==> src/rtl/pc_sequencer_if.sv <==
// Fetch/execute handshake and redirect bus between the PC sequencer and the
// instruction memory / execute stage of the multicycle core.
interface pc_sequencer_if;
  logic        imem_req;
  logic [31:0] imem_addr;
  logic        imem_ack;
  logic [31:0] imem_rdata;
  logic [31:0] instr;
  logic        instr_valid;
  logic        exec_done;
  logic        br_taken;
  logic [15:0] br_offset;
  logic        jmp;
  logic [25:0] jmp_index;
  logic        jr;
  logic [31:0] jr_target;
  logic        eret;
  logic [31:0] epc_in;
  logic        exc_req;
  logic [31:0] pc;
  logic [31:0] link_addr;
  logic [31:0] epc_out;
  logic        exc_taken;
  logic [31:0] retired;

  modport master (
    output imem_req, imem_addr, instr, instr_valid, pc, link_addr,
           epc_out, exc_taken, retired,
    input  imem_ack, imem_rdata, exec_done, br_taken, br_offset, jmp,
           jmp_index, jr, jr_target, eret, epc_in, exc_req
  );

  modport slave (
    input  imem_req, imem_addr, instr, instr_valid, pc, link_addr,
           epc_out, exc_taken, retired,
    output imem_ack, imem_rdata, exec_done, br_taken, br_offset, jmp,
           jmp_index, jr, jr_target, eret, epc_in, exc_req
  );
endinterface

==> src/rtl/pc_sequencer.sv <==
// pc_sequencer: owns the architectural PC, sequences instruction fetch and
// execute for the multicycle core, handles exception/ERET redirects and
// counts retired instructions. PCs live in the rebased (TEXT_BASE = 0) space.
module pc_sequencer #(
  parameter logic [31:0] TEXT_BASE  = 32'h0040_0000,
  parameter logic [31:0] EXC_VECTOR = 32'h0000_0004
) (
  input logic            clk,
  input logic            rst_n,
  pc_sequencer_if.master bus
);

  typedef enum logic [1:0] {
    BOOT  = 2'd0,
    FETCH = 2'd1,
    EXEC  = 2'd2
  } state_t;

  state_t      state;
  state_t      state_nxt;

  logic [31:0] pc_q;
  logic [31:0] instr_q;
  logic [31:0] epc_q;
  logic [31:0] retired_q;
  logic        instr_valid_q;
  logic        exc_taken_q;
  logic        exc_pend_q;

  logic        imem_req;
  logic        fetch_done;
  logic        retire_evt;
  logic        exc_apply;
  logic [31:0] pc4;
  logic [31:0] next_pc;

  // Non-exception next PC; priority eret > jr > jmp > branch > sequential.
  // Jump indices are absolute text addresses and are rebased by TEXT_BASE.
  function automatic logic [31:0] redirect_pc(
    input logic [31:0] pc_plus4,
    input logic        eret,
    input logic [31:0] epc,
    input logic        jr,
    input logic [31:0] jr_target,
    input logic        jmp,
    input logic [25:0] jmp_index,
    input logic        br_taken,
    input logic [15:0] br_offset
  );
    logic [25:0]        idx_rebased;
    logic signed [31:0] br_disp;
    idx_rebased = jmp_index - TEXT_BASE[27:2];
    br_disp     = {{14{br_offset[15]}}, br_offset, 2'b00};
    if (eret)          redirect_pc = epc;
    else if (jr)       redirect_pc = jr_target;
    else if (jmp)      redirect_pc = {pc_plus4[31:28], idx_rebased, 2'b00};
    else if (br_taken) redirect_pc = pc_plus4 + br_disp;
    else               redirect_pc = pc_plus4;
  endfunction

  assign pc4     = pc_q + 32'd4;
  assign next_pc = redirect_pc(pc4, bus.eret, bus.epc_in, bus.jr, bus.jr_target,
                               bus.jmp, bus.jmp_index, bus.br_taken, bus.br_offset);

  assign bus.imem_req    = imem_req;
  assign bus.imem_addr   = pc_q;
  assign bus.instr       = instr_q;
  assign bus.instr_valid = instr_valid_q;
  assign bus.pc          = pc_q;
  assign bus.link_addr   = pc4;
  assign bus.epc_out     = epc_q;
  assign bus.exc_taken   = exc_taken_q;
  assign bus.retired     = retired_q;

  // FSM state register.
  always_ff @(posedge clk) begin
    if (!rst_n) state <= BOOT;
    else        state <= state_nxt;
  end

  // FSM next state and per-cycle events; an exception (new or pending) at
  // exec_done replaces retirement of the instruction.
  always_comb begin
    state_nxt  = state;
    imem_req   = 1'b0;
    fetch_done = 1'b0;
    retire_evt = 1'b0;
    exc_apply  = 1'b0;
    case (state)
      BOOT: state_nxt = FETCH;
      FETCH: begin
        imem_req = 1'b1;
        if (bus.imem_ack) begin
          fetch_done = 1'b1;
          state_nxt  = EXEC;
        end
      end
      EXEC: begin
        if (bus.exec_done) begin
          state_nxt = FETCH;
          if (bus.exc_req || exc_pend_q) exc_apply  = 1'b1;
          else                           retire_evt = 1'b1;
        end
      end
      default: state_nxt = BOOT;
    endcase
  end

  // PC, EPC and the pending-exception flag.
  always_ff @(posedge clk) begin
    if (!rst_n) begin
      pc_q       <= TEXT_BASE - TEXT_BASE;
      epc_q      <= 32'd0;
      exc_pend_q <= 1'b0;
    end else if (exc_apply) begin
      epc_q      <= pc_q;
      pc_q       <= EXC_VECTOR;
      exc_pend_q <= 1'b0;
    end else if (retire_evt) begin
      pc_q       <= next_pc;
    end else if (bus.exc_req) begin
      exc_pend_q <= 1'b1;
    end
  end

  // Latched instruction word and its valid flag, held through EXEC.
  always_ff @(posedge clk) begin
    if (!rst_n) begin
      instr_q       <= 32'd0;
      instr_valid_q <= 1'b0;
    end else if (fetch_done) begin
      instr_q       <= bus.imem_rdata;
      instr_valid_q <= 1'b1;
    end else if (retire_evt || exc_apply) begin
      instr_valid_q <= 1'b0;
    end
  end

  // One-cycle pulse following an applied exception redirect.
  always_ff @(posedge clk) begin
    if (!rst_n) exc_taken_q <= 1'b0;
    else        exc_taken_q <= exc_apply;
  end

  // Retired-instruction counter, wraps modulo 2^32.
  always_ff @(posedge clk) begin
    if (!rst_n)          retired_q <= 32'd0;
    else if (retire_evt) retired_q <= retired_q + 32'd1;
  end

endmodule
==> src/flat_wrapper.sv <==
// flat-port wrapper written by rule: the top's interface ports become plain ports
module pc_sequencer_flat 
#(
  parameter logic [31:0] TEXT_BASE  = 32'h0040_0000,
  parameter logic [31:0] EXC_VECTOR = 32'h0000_0004
)
  (clk, rst_n, bus_imem_req, bus_imem_addr, bus_instr, bus_instr_valid, bus_pc, bus_link_addr, bus_epc_out, bus_exc_taken, bus_retired, bus_imem_ack, bus_imem_rdata, bus_exec_done, bus_br_taken, bus_br_offset, bus_jmp, bus_jmp_index, bus_jr, bus_jr_target, bus_eret, bus_epc_in, bus_exc_req);
  pc_sequencer_if bus_i ();
  input logic clk;
  input logic rst_n;
  output wire logic [$bits(bus_i.imem_req)-1:0] bus_imem_req;
  output wire logic [$bits(bus_i.imem_addr)-1:0] bus_imem_addr;
  output wire logic [$bits(bus_i.instr)-1:0] bus_instr;
  output wire logic [$bits(bus_i.instr_valid)-1:0] bus_instr_valid;
  output wire logic [$bits(bus_i.pc)-1:0] bus_pc;
  output wire logic [$bits(bus_i.link_addr)-1:0] bus_link_addr;
  output wire logic [$bits(bus_i.epc_out)-1:0] bus_epc_out;
  output wire logic [$bits(bus_i.exc_taken)-1:0] bus_exc_taken;
  output wire logic [$bits(bus_i.retired)-1:0] bus_retired;
  input wire logic [$bits(bus_i.imem_ack)-1:0] bus_imem_ack;
  input wire logic [$bits(bus_i.imem_rdata)-1:0] bus_imem_rdata;
  input wire logic [$bits(bus_i.exec_done)-1:0] bus_exec_done;
  input wire logic [$bits(bus_i.br_taken)-1:0] bus_br_taken;
  input wire logic [$bits(bus_i.br_offset)-1:0] bus_br_offset;
  input wire logic [$bits(bus_i.jmp)-1:0] bus_jmp;
  input wire logic [$bits(bus_i.jmp_index)-1:0] bus_jmp_index;
  input wire logic [$bits(bus_i.jr)-1:0] bus_jr;
  input wire logic [$bits(bus_i.jr_target)-1:0] bus_jr_target;
  input wire logic [$bits(bus_i.eret)-1:0] bus_eret;
  input wire logic [$bits(bus_i.epc_in)-1:0] bus_epc_in;
  input wire logic [$bits(bus_i.exc_req)-1:0] bus_exc_req;
  assign bus_imem_req = bus_i.imem_req;
  assign bus_imem_addr = bus_i.imem_addr;
  assign bus_instr = bus_i.instr;
  assign bus_instr_valid = bus_i.instr_valid;
  assign bus_pc = bus_i.pc;
  assign bus_link_addr = bus_i.link_addr;
  assign bus_epc_out = bus_i.epc_out;
  assign bus_exc_taken = bus_i.exc_taken;
  assign bus_retired = bus_i.retired;
  assign bus_i.imem_ack = bus_imem_ack;
  assign bus_i.imem_rdata = bus_imem_rdata;
  assign bus_i.exec_done = bus_exec_done;
  assign bus_i.br_taken = bus_br_taken;
  assign bus_i.br_offset = bus_br_offset;
  assign bus_i.jmp = bus_jmp;
  assign bus_i.jmp_index = bus_jmp_index;
  assign bus_i.jr = bus_jr;
  assign bus_i.jr_target = bus_jr_target;
  assign bus_i.eret = bus_eret;
  assign bus_i.epc_in = bus_epc_in;
  assign bus_i.exc_req = bus_exc_req;
  pc_sequencer #(.TEXT_BASE(TEXT_BASE), .EXC_VECTOR(EXC_VECTOR)) u_core (.clk(clk), .rst_n(rst_n), .bus(bus_i));
endmodule
==> config.mk <==
export PLATFORM = sky130hd
export DESIGN_NAME = pc_sequencer_flat
export DESIGN_NICKNAME = d
export VERILOG_FILES = /design/src/rtl/pc_sequencer_if.sv /design/src/rtl/pc_sequencer.sv /design/src/flat_wrapper.sv
export SDC_FILE = /design/constraint.sdc
export NUM_CORES = 1
export LEC_CHECK = 0
export CAP_MARGIN = 30
export CORE_AREA = 2 2 125 151
export DETAILED_ROUTE_END_ITERATION = 7
export DIE_AREA = 0 0 127 153
export PLACE_DENSITY = 0.95
export SLEW_MARGIN = 40
export SYNTH_ARGS = -nofsm -noshare
export SYNTH_HDL_FRONTEND = slang
export SYNTH_SLANG_ARGS = --single-unit
==> constraint.sdc <==
create_clock -name clk -period 7.95 [get_ports clk]
set_input_delay 0.795 -clock clk [delete_from_list [all_inputs] [get_ports clk]]
set_output_delay 0.795 -clock clk [all_outputs]
set_load 0.05 [all_outputs]
## Word level (Yosys, flattened, before mapping)

Cells that the tools add are included.

| cells by class | value |
|---|---|
| bitwise operators | 2 |
| $add $sub $neg | 4 |
| equal/unequal tests | 4 |
| muxes and demuxes | 20 |
| reductions and logical operators | 8 |

Operators by type and width:

| kind | number |
|---|---|
| two-way mux 32 bit | 4 |
| adder 32 x 1 -> 32 bit, second input constant | 1 |
| adder 32 x 3 -> 32 bit, second input constant | 1 |
| adder 32 bit | 1 |
| subtractor 26 x 21 -> 26 bit, second input constant | 1 |
| two-way mux 1 bit | 11 |
| two-way mux 3 bit | 2 |
| case mux 2 bit (3 select lines) | 1 |
| two-way mux 2 bit | 2 |
| inequality test 2 bit, second input constant | 2 |
| AND reduction 2 bit | 2 |
| nonzero test 2 bit | 2 |
| equality test 2 x 1 -> 1 bit, second input constant | 1 |
| equality test 2 bit, second input constant | 1 |
| zero test 2 bit | 1 |
| logical OR 1 bit | 2 |
| inverter 1 bit | 2 |
| OR reduction 2 bit | 1 |

| word-level totals | value |
|---|---|
| register bits | 133 |

## Logic depth before layout (Yosys ltp)

| depth | value |
|---|---|
| word-level depth | 8 |
| gate-level depth with buffers | 16 |
| gate-level depth less buffers | 16 |

## Worst setup path before layout

Ideal clock, no wire load.

| path | value |
|---|---|
| path type | reg-to-reg |
| start point | reg u_core.pc_q[2] (netlist: u_core.bus.imem_addr[2]) |
| end point | reg u_core.pc_q[31] (netlist: u_core.bus.imem_addr[31]) |
| clock period less this slack | 4.981 ns |
| arrival | 4.895 ns |
| buffers on the path | 1 |
| library setup time | 0.086 ns |
| slack | 2.969 ns |
| cell stages (with the launch flop) | 17 |
| path through | dfxtp_1 -> ha_1 -> and4_1 -> nand4_1 -> or2_2 -> inv_1 -> nand2_1 -> xnor2_1 -> ha_1 -> clkbuf_1 -> a21o_1 -> a21o_1 -> a2111oi_4 -> nor3_1 -> nor4b_2 -> xnor2_1 -> a211oi_1 |

| between the ends | value |
|---|---|
| word-level cells in the longest chain between the ends | 6 |

RTL lines:

| what | line | source |
|---|---|---|
| start, declared | pc_sequencer.sv:22 | `logic [31:0] pc_q;` |
| start signal, assigned | pc_sequencer.sv:112 | `pc_q <= TEXT_BASE - TEXT_BASE;` |
| start signal, assigned | pc_sequencer.sv:120 | `pc_q <= next_pc;` |
| adder 32 x 3 -> 32 bit | pc_sequencer.sv:61 | `assign pc4 = pc_q + 32'd4;` |
| net bus_link_addr[24] | flat_wrapper.sv:16 | `output wire logic [$bits(bus_i.link_addr)-1:0] bus_link_addr;` |
| adder 32 bit | pc_sequencer.sv:57 | `else if (br_taken) redirect_pc = pc_plus4 + br_disp;` |
| two-way mux 32 bit | pc_sequencer.sv:57 |  |
| two-way mux 32 bit | pc_sequencer.sv:56 | `else if (jmp) redirect_pc = {pc_plus4[31:28], idx_rebased, 2'b00};` |
| two-way mux 32 bit | pc_sequencer.sv:55 | `else if (jr) redirect_pc = jr_target;` |
| two-way mux 32 bit | pc_sequencer.sv:54 | `if (eret) redirect_pc = epc;` |

The timed path passes the listed nets, and every way through them passes these cells.
A chain may end at the register's enable or synchronous reset.

## Worst setup path after layout

| path | value |
|---|---|
| start point | reg u_core.pc_q[2] (netlist: u_core.bus.imem_addr[2]) |
| end point | out bus_link_addr[30] |

| between the ends | value |
|---|---|
| word-level cells in the longest chain between the ends | 1 |

RTL lines:

| what | line |
|---|---|
| adder 32 x 3 -> 32 bit | pc_sequencer.sv:61 |
| end, declared | flat_wrapper.sv:16 |

Every way passes these cells.

==> implementation parameters <==
Parameter                              Value

Logic synthesis
  Yosys reg bits    133
  Top cell type's share of synthesized area    0.313
  Number of standard cells after synthesis    1064
  Synthesized Nets    1250
  Portion of the post-synthesis area used by sequential elements    0.313
  Number of synthesized flops with an enable pin    0
  Syn. warnings    0
  Netlist cell types    74
  Largest cells by area after synthesis    sky130_fd_sc_hd__dfxtp_1 (31%), sky130_fd_sc_hd__nand2_1 (6.7%), sky130_fd_sc_hd__ha_1 (5.6%)
  Flip-flop cell with the highest count after synthesis    sky130_fd_sc_hd__dfxtp_1
  Area of the mapped netlist    8510 um^2
  Top cell type by total area after synthesis    sky130_fd_sc_hd__dfxtp_1
  Async set or reset register ratio after synthesis    0
  Mean instance size in the synthesized netlist    7.99 um^2

Pwr
  Total power    1.72 mW
  Standby leakage power    4.73 nW
  Power per unit of standard cell area    139 nW/um^2
  VDD IR max    0.000136 V

GRT
  Tot GR Track Use    0.321
  Global-route wire length before repair    49400 um
  Antenna violations before repair    0
  Pin count of the biggest net entering global routing    75
  Number of global-route vias before repair    8977
  GR Overflow Total    0

Clock tree
  Root cell of the clock tree    sky130_fd_sc_hd__clkbuf_16
  TritonCTS clock tree    yes
  Clock insertion delay at the later pin of the skew report    420 ps
  # clock sinks    133
  Num CTS Buffers    17
  Reg clk slew, reported paths    60 ps
  Post-CTS Hold Fix Bufs    0
  # H-tree levels    4
  Number of buffers inserted by post-CTS setup repair    0
  Deepest clock path buffer count    2
  Gates resized, CTS repair    0

STA
  Accumulated negative setup slack    0 ps
  Setup violators final    0
  Setup skew after layout    9.73 ps
  Setup repair after global routing missed its margin    false
  Final max-slew violation count    0
  Max-slew headroom at the worst pin    0.507
  Smallest setup slack after layout    3450 ps
  Period Utilization, post-route    0.566
  Final Critical Period    4500 ps
  Top achievable clock speed    0.222 GHz
  Final Hold Viols    0
  Worst slack on hold paths    463 ps
  Transition time at the pin with the least slew margin    733 ps

Hold path
  Worst hold-check path type    flip-flop to flip-flop

Place
  Area after detailed placement    11800 um^2
  Port bufs    341
  Cell count after placement    1550
  Routability cong.    0.970
  Post-placement worst setup slack    3720 ps
  Detailed Place HPWL    24600 um

Drt
  Total vias in the final route    9308
  Count of routing violations after the opening detailed-route iteration    1061
  Number of vias per cell    5.88
  Routed length per instance    20.2 um
  Count of antenna-violating nets left after detailed routing    0
  DRC errors left    0
  Final WL    31900 um
  Number of iterations in the first detailed-routing pass    6

Floorplan
  Vertical die dimension    153 um
  Horizontal die dimension    127 um
  Starting density of the core    0.473
  DIE AREA    19400 um^2
  Placeable Area    18000 um^2
  I/O pin count    342
  Cell Rows    54

Worst setup path
  FF-to-FF setup slack    3620 ps
  Sort of element at the start of the critical path    flip-flop
  Required time worst endpoint    7150 ps
  Critical path type    flip-flop to output port
  CP Max Fanout    9
  Worst Setup End Kind    output port
  Crit path DAT    3710 ps

Finish
  Most common cell after layout, fill and taps aside    sky130_fd_sc_hd__clkdlybuf4s50_1
  Final Instance Area    12400 um^2
  Diodes inserted    0
  Final core utilization    0.688
  Net total in the final layout    1531
  Area Growth Syn to Fin    45.3%
  Fraction of layout instances using a drive strength above 1    0.0471
  Post-layout instance count excluding filler cells    1582
  Commonest cells after routing, fill and taps aside    sky130_fd_sc_hd__clkdlybuf4s50_1 (339), sky130_fd_sc_hd__nand2_1 (152), sky130_fd_sc_hd__dfxtp_1 (133)

Job
  Number of max-capacitance violations reported    0

Outcome
  Outcome    complete, no violations
-- kinds of logic (layout without fill, tap and decap cells) --
logic type / count (synthesis) / after routing / synth area share
xor gates and xnor gates: 73 / 73 / 0.0752
DFF: 133 / 133 / 0.313
and+or+nand+nor: 364 / 364 / 0.206
buffers and inverters: 113 / 407 / 0.0666
AOI/OAI and AO/OA: 335 / 335 / 0.273
muxes: 7 / 7 / 0.00824
adders and majority gates: 39 / 39 / 0.0583
-- cells in the mapped netlist (all sizes together), types with 17 or more instances --
cell type  count
clkbuf        49
xnor2         42
a21oi         58
ha            38
nand4         20
nor2          62
and2          25
dfxtp        133
a21boi        47
buf           42
inv           21
o21ai         74
nand3         32
a22o          34
xor2          31
a21o          17
o211ai        17
nand2        153
-- final timing paths --
| path | from | endpoint | cells past startpoint |
|---|---|---|---|
| setup / recovery | u_core.bus.imem_addr[2]$_SDFFE_PN0P_ | bus_link_addr[30] | 7 |
| hold / removal | u_core.bus.instr[15]$_SDFFE_PN0P_ | u_core.bus.instr[15]$_SDFFE_PN0P_ | 2 |
| setup reg to reg | u_core.bus.imem_addr[2]$_SDFFE_PN0P_ | u_core.bus.imem_addr[31]$_SDFFE_PP0P_ | 15 |
| hold reg to reg | u_core.bus.instr[15]$_SDFFE_PN0P_ | u_core.bus.instr[15]$_SDFFE_PN0P_ | 2 |
-- power breakdown --
group          total [mW]  internal (mW)  switching, mW
Clock               0.713          0.401          0.312
Sequential          0.689          0.678         0.0106
Combinational       0.322          0.139          0.182
-- area by class of cell --
| class | count | area [um^2] |
|---|---|---|
| fillers | 1380 | 5610 |
| multi-input cells | 818 | 5290 |
| repair buffers | 353 | 3510 |
| flip-flops and latches | 133 | 2660 |
| clock buffers | 18 | 429 |
| well taps | 224 | 280 |
| clock inverters | 14 | 103 |
| inverters | 22 | 82.6 |
-- critical path: stages, from the launching register on --
cell and delay, ps:
sky130_fd_sc_hd__dfxtp_1 510, sky130_fd_sc_hd__ha_1 260, sky130_fd_sc_hd__and4_1 310, sky130_fd_sc_hd__nand4_1 280
sky130_fd_sc_hd__or2_2 410, sky130_fd_sc_hd__nor3_1 200, sky130_fd_sc_hd__xor2_1 410, sky130_fd_sc_hd__clkdlybuf4s50_1 900
-- sequential cells by signal, summed over array words and instances (netlist names) --
signal and cells:
u_core.bus.epc_out 32, u_core.bus.instr 32, u_core.bus.imem_addr 32, u_core.bus.retired 32
u_core.state 2, u_core.exc_pend_q 1, u_core.bus.exc_taken 1, u_core.bus.instr_valid 1
-- layer usage --
layer	up-vias	GRT usage	part of all wire
met5	-	0	0
met4	0	0.131	0.033
met3	94	0.0665	0.082
met2	510	0.547	0.50
met1	4342	0.394	0.39
li1	4362	-	-
(Power assumes the default switching activity.)
